===== config.mk =====
export PLATFORM = sky130hd
export DESIGN_NAME = serial_frame_tx
export DESIGN_NICKNAME = d
export VERILOG_FILES = /design/src/rtl/serial_pkg.sv /design/src/rtl/bit_tick_detect.sv /design/src/rtl/serial_frame_tx.sv
export SDC_FILE = /design/constraint.sdc
export NUM_CORES = 1
export LEC_CHECK = 0
export ABC_AREA = 1
export BUFFER_PORTS_ARGS = -buffer_cell sky130_fd_sc_hd__buf_2
export CAP_MARGIN = 30
export CORE_MARGIN = 2
export CORE_UTILIZATION = 45
export CTS_CLUSTER_SIZE = 14
export DETAILED_ROUTE_END_ITERATION = 8
export GPL_ROUTABILITY_DRIVEN = 0
export PLACE_DENSITY = 0.62
export SETUP_SLACK_MARGIN = 0.1
export SLEW_MARGIN = 20
export SYNTH_ARGS = -nofsm -noshare
export SYNTH_HDL_FRONTEND = slang
export SYNTH_SLANG_ARGS = --single-unit

===== constraint.sdc =====
create_clock -name clock_in -period 2.2 [get_ports clock_in]
set_input_delay 0.44 -clock clock_in [delete_from_list [all_inputs] [get_ports clock_in]]
set_output_delay 0.44 -clock clock_in [all_outputs]
set_load 0.02 [all_outputs]

===== src/rtl/serial_pkg.sv =====
// Shared definitions for the asynchronous serial frame transmitter and its receiver counterpart.
package serial_pkg;

    typedef enum logic [2:0] {
        IDLE,
        ARMED,
        START,
        DATA,
        PARITY,
        STOP
    } tx_state_t;

    localparam int DEFAULT_DATA_BITS = 8;
    localparam int DEFAULT_PARITY_EN = 1;
    localparam int DEFAULT_STOP_BITS = 1;

    // Bit periods per frame: start bit, data bits, optional parity bit, stop bits.
    function automatic int frame_bits(input int data_bits, input int parity_en, input int stop_bits);
        return 1 + data_bits + parity_en + stop_bits;
    endfunction

endpackage


===== src/rtl/bit_tick_detect.sv =====
// Rising-edge detector that turns the divided bit clock into a one-cycle tick on the system clock.
module bit_tick_detect (
    input  logic clock_in,
    input  logic reset,
    input  logic bit_clk,
    output logic tick
);

    logic r_bit_clk_q;

    // Clearing the history on reset means an already-high bit_clk yields one tick afterwards.
    always_ff @(posedge clock_in) begin
        if (reset) begin
            r_bit_clk_q <= 1'b0;
        end else begin
            r_bit_clk_q <= bit_clk;
        end
    end

    assign tick = bit_clk & ~r_bit_clk_q;

endmodule


===== src/rtl/serial_frame_tx.sv =====
// Serialises parallel words into start / LSB-first data / optional even parity / stop-bit frames,
// advancing one bit per rising edge of the divided bit clock.
module serial_frame_tx
    import serial_pkg::*;
#(
    parameter int DATA_BITS = DEFAULT_DATA_BITS,
    parameter int PARITY_EN = DEFAULT_PARITY_EN,
    parameter int STOP_BITS = DEFAULT_STOP_BITS
) (
    input  logic                 clock_in,
    input  logic                 reset,
    input  logic                 bit_clk,
    input  logic [DATA_BITS-1:0] tx_data,
    input  logic                 tx_valid,
    output logic                 tx_ready,
    output logic                 tx_out,
    output logic                 busy,
    output logic                 frame_done
);

    localparam logic [3:0] LAST_IDX  = 4'(DATA_BITS - 1);
    localparam logic       LAST_STOP = 1'(STOP_BITS - 1);

    tx_state_t            r_state, w_next_state;
    logic [DATA_BITS-1:0] r_shift, w_next_shift;
    logic [3:0]           r_bit_idx, w_next_bit_idx;
    logic                 r_stop_cnt, w_next_stop_cnt;
    logic                 r_parity, w_next_parity;
    logic                 r_tx_out, w_next_tx_out;
    logic                 r_frame_done, w_next_frame_done;
    logic                 w_tick;

    bit_tick_detect u_tick_detect (
        .clock_in (clock_in),
        .reset    (reset),
        .bit_clk  (bit_clk),
        .tick     (w_tick)
    );

    always_ff @(posedge clock_in) begin
        if (reset) begin
            r_state      <= IDLE;
            r_shift      <= '0;
            r_bit_idx    <= '0;
            r_stop_cnt   <= 1'b0;
            r_parity     <= 1'b0;
            r_tx_out     <= 1'b1;
            r_frame_done <= 1'b0;
        end else begin
            r_state      <= w_next_state;
            r_shift      <= w_next_shift;
            r_bit_idx    <= w_next_bit_idx;
            r_stop_cnt   <= w_next_stop_cnt;
            r_parity     <= w_next_parity;
            r_tx_out     <= w_next_tx_out;
            r_frame_done <= w_next_frame_done;
        end
    end

    // The line is registered so every bit edge lands on the clock edge that ends a tick cycle.
    always_comb begin
        w_next_state      = r_state;
        w_next_shift      = r_shift;
        w_next_bit_idx    = r_bit_idx;
        w_next_stop_cnt   = r_stop_cnt;
        w_next_parity     = r_parity;
        w_next_tx_out     = r_tx_out;
        w_next_frame_done = 1'b0;

        case (r_state)
            IDLE: begin
                w_next_tx_out = 1'b1;
                if (tx_valid) begin
                    w_next_shift  = tx_data;
                    w_next_parity = ^tx_data;
                    w_next_state  = ARMED;
                end
            end
            ARMED: begin
                if (w_tick) begin
                    w_next_tx_out = 1'b0;
                    w_next_state  = START;
                end
            end
            START: begin
                if (w_tick) begin
                    w_next_tx_out  = r_shift[0];
                    w_next_bit_idx = '0;
                    w_next_state   = DATA;
                end
            end
            DATA: begin
                if (w_tick) begin
                    if (r_bit_idx != LAST_IDX) begin
                        w_next_shift   = r_shift >> 1;
                        w_next_tx_out  = r_shift[1];
                        w_next_bit_idx = r_bit_idx + 4'd1;
                    end else if (PARITY_EN != 0) begin
                        w_next_tx_out = r_parity;
                        w_next_state  = PARITY;
                    end else begin
                        w_next_tx_out   = 1'b1;
                        w_next_stop_cnt = 1'b0;
                        w_next_state    = STOP;
                    end
                end
            end
            PARITY: begin
                if (w_tick) begin
                    w_next_tx_out   = 1'b1;
                    w_next_stop_cnt = 1'b0;
                    w_next_state    = STOP;
                end
            end
            STOP: begin
                if (w_tick) begin
                    if (r_stop_cnt != LAST_STOP) begin
                        w_next_stop_cnt = r_stop_cnt + 1'b1;
                    end else begin
                        w_next_state      = IDLE;
                        w_next_frame_done = 1'b1;
                    end
                end
            end
            default: begin
                w_next_state = IDLE;
            end
        endcase
    end

    assign tx_ready   = (r_state == IDLE);
    assign busy       = (r_state != IDLE);
    assign tx_out     = r_tx_out;
    assign frame_done = r_frame_done;

endmodule


==> results of run 1 <==
==> layout by cell type, fill, tap and decap left out <==
cell type   synthesis  routed
inv_2               1       1
o21a_1              1       1
a21oi_2             1       1
clkbuf_4            0       3
nor2_1             26      26
nor2_4              3       3
clkinv_1            1       1
nand3_4             1       1
nor4_1              1       1
buf_2               2      15
o21bai_1            1       1
a21oi_1             8       8
nand2_1            71      71
o21ai_0             6       6
a211oi_1            1       1
o21ai_1             2       2
nand2_2             1       1
nand3_1            12      12
nor3_1              1       1
clkinvlp_4          0       1
ha_1                1       1
dfxtp_1            19      19
or2_2               1       1
nand2_4             1       1
o21ai_4             1       1
xnor2_1             4       4
inv_1              23      23
nand4_1             1       1
nor2_2              2       2
xor2_1              4       4
==> worst min path at each step <==
stage                     startpoint                         to  slack, ns  depth (start not counted)
after detailed placement      tx_out                     tx_out       0.45                          2
after global routing         bit_clk  u_tick_detect.r_bit_clk_q       0.38                          3
final                        bit_clk  u_tick_detect.r_bit_clk_q       0.37                          3
after CTS                    bit_clk  u_tick_detect.r_bit_clk_q       0.36                          3
after global placement        tx_out                     tx_out       0.45                          2
after floorplan           r_shift[7]                 r_shift[7]       0.44                          2
==> Yosys cell counts <==
cell type / count / area share (%)
a211oi_1: 1 / 0.59
o21ai_4: 1 / 1.3
o21bai_1: 1 / 0.59
inv_2: 1 / 0.30
nor2_2: 2 / 0.99
nand3_1: 12 / 4.7
xor2_1: 4 / 2.8
nand2_2: 1 / 0.49
ha_1: 1 / 0.99
buf_6: 3 / 2.7
o21a_1: 1 / 0.59
nor2_4: 3 / 2.7
buf_2: 2 / 0.79
nand3_4: 1 / 1.4
o21ai_1: 2 / 0.79
xnor2_1: 4 / 2.8
nor3_1: 1 / 0.40
inv_1: 23 / 6.8
nand2_4: 1 / 0.89
dfxtp_1: 19 / 30
nand4_1: 1 / 0.49
nand2_1: 71 / 21
o21ai_0: 6 / 2.4
clkbuf_1: 2 / 0.59
clkinv_1: 1 / 0.30
nor2_1: 26 / 7.7
a21oi_1: 8 / 3.2
a21oi_2: 1 / 0.69
or2_2: 1 / 0.49
nor4_1: 1 / 0.49
==> worst max-delay path: cells and delay by family, from the launching register on <==
| kind | cells | cell delay [ns] |
|---|---|---|
| buffers and inverters | 2 | 0.20 |
| flip-flops | 1 | 0.58 |
| AND/OR/NAND/NOR | 2 | 0.18 |
==> cells by family after synthesis <==
group / share of synthesized area [%]
flip-flops: 30.1
buffers and inverters: 11.5
adder cells (fa/ha/maj): 0.989
AO/OA/AOI/OAI: 10.1
AND/OR/NAND/NOR: 41.8
XOR/XNOR: 5.54
==> state kept, by name (all words and copies together), names as in the netlist <==
register                   flops
u_tick_detect.r_bit_clk_q      1
r_state                        3
tx_out                         1
r_shift                        8
frame_done                     1
r_parity                       1
r_bit_idx                      4
==> power groups by stage <==
| stage | clock (mW) | sequential, mW | combinational [mW] |
|---|---|---|---|
| 2_1_floorplan | 0 | 0.483 | 0.611 |
| 3_3_place_gp | 0 | 0.516 | 0.657 |
| 3_5_place_dp | 0 | 0.520 | 0.663 |
| 4_1_cts | 0.192 | 0.512 | 0.665 |
| 5_1_grt | 0.204 | 0.525 | 0.765 |
| 6_report | 0.181 | 0.513 | 0.662 |
==> routing by layer <==
layer  vias up  GRT usage [%]  wire, um
li1        642              -         -
met1       516           22.5      1260
met2        17           26.1      1090
met3         4           5.44        58
met4         0           5.32        33
met5         -              0         0
==> per-stage QoR <==
stage / std cells / hold WS, ns / total power, mW / utilization (%)
4_1_cts: 245 / 0.355 / 1.37 / 50.1
2_1_floorplan: 202 / 0.444 / 1.09 / -
6_report: 245 / 0.367 / 1.36 / 50.1
3_5_place_dp: 241 / 0.452 / 1.18 / 49.0
5_1_grt: 245 / 0.377 / 1.49 / 50.1
3_3_place_gp: 241 / 0.448 / 1.17 / 49.0
==> area by class of cell <==
| cell class | count | area, um^2 | area share (%) |
|---|---|---|---|
| clock buffer | 3 | 22.5 | 1.66 |
| sequential | 19 | 380 | 28.0 |
| multi-input combinational | 151 | 739 | 54.5 |
| inverter | 25 | 93.8 | 6.91 |
| clock inverter | 1 | 7.51 | 0.553 |
| tap | 31 | 38.8 | 2.86 |
| timing repair buffer | 15 | 75.1 | 5.53 |
==> flow_metrics.tcl, run 1 <==
set metrics [dict create \
    netlist_instances 202 \
    worstMarginPinSlew_ns 0.407 \
    cts_tree "built" \
    ys_seq_area_share_pct 30.1 \
    p_clk_share_pct 13.4 \
    vias 1179 \
    ir_worst_vdd_uv 712 \
    fmax_mhz 590 \
    drc 0 \
    p_sw_share_pct 45.7 \
    reg2reg_to "r_shift[4]" \
    period_needed_ns 1.69 \
    ioPinCount 16 \
    synth_seq_cells 19 \
    clk_latency_ns 0.30 \
    worst_path_max_delay_cell "dfxtp_1" \
    dieArea_um2 3250 \
    slew-limit-headroom_pct 72.9 \
    critPathKind "flop to primary output" \
    syn_area_um2 1260 \
    placed_area_um2 1330 \
    initial_utilization_pct 46.7 \
    synth_nets 215 \
    ys_types 30 \
    fp.dieH_um 57.0 \
    critPathRequiredTime_ns 1.76 \
    cp.arrival_ns 1.25 \
    yosysWarnings 0 \
    cts_root_buf "clkbuf_4" \
    start_kind "flop" \
    setup_viol_count_final 0 \
    max_stage_delay_ns 0.58 \
    ant_nets 0 \
    tns_ns 0 \
    grt.total_usage_pct 16.9 \
    via_per_inst 4.81 \
    leakagePower_nw 0.684 \
    startpoint "r_state[1]" \
    fillers 290 \
    postRouteWirelength_um 2430 \
    setup_ws_ns 0.505 \
    grt_max_degree 19 \
    drive_gt1_share_pct 14.5 \
    cts_sinks 19 \
    finalHoldViolCount 0 \
    rsz0062_at_grt "false" \
    p_int_mw 0.735 \
    coreArea_um2 2710 \
    p_switching_mw 0.620 \
    antenna_found_initial 0 \
    pwr-share-seq_pct 37.8 \
    pre_cts_ws_ns 0.630 \
    syn_area_per_cell_um2 6.26 \
    cts_buffers 3 \
    dp_hpwl_um 1890 \
    cp_cell_sequence "nor2_4, nand2_4, inv_1, buf_2" \
    fin_area_um2 1360 \
    finalNetCount 228 \
    rrSetupSlack_ns 0.62 \
    power.density_nw_per_um2 999 \
    core.rowCount 19 \
    antennaDiodeCount 0 \
    area_growth_pct 7.32 \
    clock_skew_ns 0.0101 \
    grt_overflow 0 \
    rr_startpoint "r_state[1]" \
    finalMaxSlewViolations 0 \
    crit_fanout 9 \
    port_buffers 15 \
    clk_pin_slew_ns 0.12 \
    first_pass_iters 4 \
    post_cts_buffers 0 \
    ctsHoldBuffers 0 \
    drt-initial-drc-count 31 \
    h-tree-depth 1 \
    rr_worst_depth 7 \
    first_global_vias 1057 \
    wl_per_cell_um 9.93 \
    clk_path_buf_depth 2 \
    run_status "finished clean" \
    max_cap_violations 0 \
    post_cts_resized 0 \
    critPathCaptureType "primary output" \
    crit_end "tx_ready" \
    fin_crit_sh_pct 77.0 \
    grt_pass1_wl_um 4420 \
    die_x_um 57.0 \
    comb_power_share_pct 48.8 \
    min_path_type "primary input to flop" \
]
Power figures use the tool's default switching activity.
==> run 2: changes to the inputs <==
--- a/config.mk
+++ b/config.mk
@@ -5,7 +5,7 @@
 export SDC_FILE = /design/constraint.sdc
 export NUM_CORES = 1
 export LEC_CHECK = 0
-export ABC_AREA = 1
+export ABC_AREA = 0
 export BUFFER_PORTS_ARGS = -buffer_cell sky130_fd_sc_hd__buf_2
 export CAP_MARGIN = 30
 export CORE_MARGIN = 2
@@ -13,7 +13,7 @@
 export CTS_CLUSTER_SIZE = 14
 export DETAILED_ROUTE_END_ITERATION = 8
 export GPL_ROUTABILITY_DRIVEN = 0
-export PLACE_DENSITY = 0.62
+export PLACE_DENSITY = 0.65
 export SETUP_SLACK_MARGIN = 0.1
 export SLEW_MARGIN = 20
 export SYNTH_ARGS = -nofsm -noshare
==> constraint.sdc (replaced) <==
create_clock -name clock_in -period 1.5 [get_ports clock_in]
set_input_delay 0.3 -clock clock_in [delete_from_list [all_inputs] [get_ports clock_in]]
set_output_delay 0.3 -clock clock_in [all_outputs]
set_load 0.02 [all_outputs]
==> flow_metrics.tcl, run 2 <==
set metrics [dict create \
    reg2reg_to "r_shift[5]" \
    synth_ff_type "dfxtp_1" \
    drc 0 \
    critPathTopFamily "simple AND/OR/NAND/NOR gates" \
    path_buf_inv 3 \
    yosysMostFrequentCell "dfxtp_1" \
    synth_nets 125 \
    first_pass_iters 4 \
    start_kind "flop" \
    dp_hpwl_um 1620 \
    multi_input_area_um2 746 \
    synthTopCellsByArea "dfxtp_1, mux2i_1, a21oi_1" \
    final_cell_mix "buf_4, dfxtp_1, buf_2" \
    wl_per_cell_um 14.1 \
    area_growth_pct 48.3 \
    critPathKind "flop to primary output" \
    ys_types 37 \
    via_per_inst 5.39 \
    grt_max_degree 20 \
    yosysWarnings 0 \
    worst_path_max_delay_cell "or3_4" \
    finalPower_mw 1.16 \
    yosysTopAreaCell "dfxtp_1" \
    antennaDiodeCount 0 \
    setup_ws_ns -0.0906 \
    stdcell_count 184 \
    period_needed_ns 1.59 \
    port_buffers 15 \
    min_path_type "primary input to flop" \
    clock_skew_ns 0.00172 \
    max_cap_violations 0 \
    fin_crit_sh_pct 106 \
    synth_edf_count 0 \
    finalNetCount 170 \
    cts_buffers 3 \
    dp.cells 161 \
    netlist_instances 112 \
    clk_latency_ns 0.29 \
    crit_fanout 2 \
    startpoint "r_state[0]" \
    vias 991 \
    synth_commonest_cells "dfxtp_1, a21oi_1, mux2i_1" \
    core.rowCount 17 \
    cts_tree "built" \
    finalMaxSlewViolations 0 \
    run_status "complete, but fails checks" \
    critPathRequiredTime_ns 1.20 \
    clk_pin_slew_ns 0.10 \
    max_stage_delay_ns 0.37 \
    async_reset_ff_share_pct 0 \
    die_x_um 52.6 \
    rrSetupSlack_ns -0.01 \
    drive_gt1_share_pct 53.2 \
    dieArea_um2 2770 \
    h-tree-depth 1 \
    reg.largest.list "r_shift x8, r_bit_idx x4, r_state x3" \
    cp_cell_sequence "buf_6, or3_4, inv_2, buf_6" \
    pre_cts_ws_ns 0.00705 \
    critPathCaptureType "primary output" \
    grt.total_usage_pct 20.9 \
    synth_top_area_share_pct 35.8 \
    ir_worst_vdd_uv 691 \
    cts_sinks 19 \
    cp.arrival_ns 1.29 \
    min_from "tx_data[7]" \
    finalHoldViolCount 0 \
    drt-initial-drc-count 12 \
    largest_register "r_shift" \
    postRouteWirelength_um 2600 \
    antenna_found_initial 0 \
    coreArea_um2 2210 \
    ys_seq_area_share_pct 35.8 \
    fp.dieH_um 52.6 \
    ant_nets 0 \
    leakagePower_nw 0.691 \
    ioPinCount 16 \
    initial_utilization_pct 48.0 \
    slew-limit-headroom_pct 74.1 \
    fmax_mhz 629 \
    clk_path_buf_depth 2 \
    syn_area_per_cell_um2 9.48 \
    grt_overflow 0 \
    grt_pass1_wl_um 4310 \
    rsz0062_at_grt "true" \
    crit_path_frequent_cell "buf_6" \
    worstMarginPinSlew_ns 0.388 \
    power.density_nw_per_um2 736 \
    tns_ns -0.186 \
    fillers 182 \
    hold_depth 3 \
    setup_viol_count_final 6 \
    violations "setup timing" \
    largest_register_ffs 8 \
    synth_seq_cells 19 \
    min_to "r_shift[7]" \
    rr_worst_depth 7 \
    register_area_um2 392 \
    final_common_cell "buf_4" \
    cts_root_buf "clkbuf_4" \
    rr_startpoint "r_state[1]" \
    syn_area_um2 1060 \
    first_global_vias 1004 \
]
[run 2: cells by family (layout without fill, tap and decap cells)]
| kind of cell | Yosys count | count (layout) | synth area share [%] |
|---|---|---|---|
| AO/OA/AOI/OAI | 37 | 38 | 23.4 |
| flip-flops | 19 | 19 | 35.8 |
| XOR/XNOR | 7 | 7 | 5.77 |
| buffers and inverters | 11 | 54 | 6.12 |
| adder cells (fa/ha/maj) | 1 | 1 | 1.18 |
| multiplexers | 9 | 9 | 8.95 |
| AND/OR/NAND/NOR | 28 | 28 | 18.7 |
[run 2: what timing repair did]
item / 4_1_cts / 5_1_grt
cloned: 1 / 0
hold buffers: 0 / 0
setup endpoints to repair: 13 / 18
pin swaps: 19 / 7
setup buffers: 17 / 1
resized for setup: 32 / 10
[run 2: worst reg2reg max path, delay by kind of cell, from the launching register on]
kind / cells / cell delay [ns]
flip-flops: 1 / 0.34
AND/OR/NAND/NOR: 1 / 0.26
AO/OA/AOI/OAI: 3 / 0.49
buffers and inverters: 3 / 0.35
[run 2: how the worst max path moves through the flow]
stage,endpoint,slack [ns],depth (start not counted)
2_1_floorplan,tx_out,0.12,5
3_3_place_gp,r_shift[5],0.04,5
3_5_place_dp,r_shift[5],0.007,5
4_1_cts,tx_ready,-0.1,4
5_1_grt,tx_ready,-0.14,4
6_report,tx_ready,-0.09,4
[run 2: area by class of cell]
| cell class | count | share of cell area [%] |
|---|---|---|
| repair buffers | 47 | 23.2 |
| clock buffers | 4 | 1.67 |
| well taps | 28 | 2.22 |
| inverters | 3 | 0.715 |
| multi-input cells | 83 | 47.3 |
| flip-flops and latches | 19 | 24.9 |
[run 2: power by group]
group          internal, mW  total [mW]  switching, mW
Sequential            0.537       0.561         0.0233
Clock                 0.103       0.251          0.148
Combinational         0.187       0.348          0.161
[run 2: layer usage]
metal / vias to the layer above / part of all wire, % / track usage [%]
met5: - / 0 / 0
met4: 0 / 1.4 / 8.97
li1: 512 / - / -
met2: 17 / 53 / 37.1
met1: 458 / 43 / 24.9
met3: 4 / 2.8 / 2.86
[run 2: metrics by stage]
step,hold WS [ns],utilization [%],cell area [um^2]
2_1_floorplan,0.428,-,1100
3_3_place_gp,0.492,57.1,1260
3_5_place_dp,0.491,57.1,1260
4_1_cts,0.263,69.3,1530
5_1_grt,0.271,71.2,1580
6_report,0.269,71.2,1580
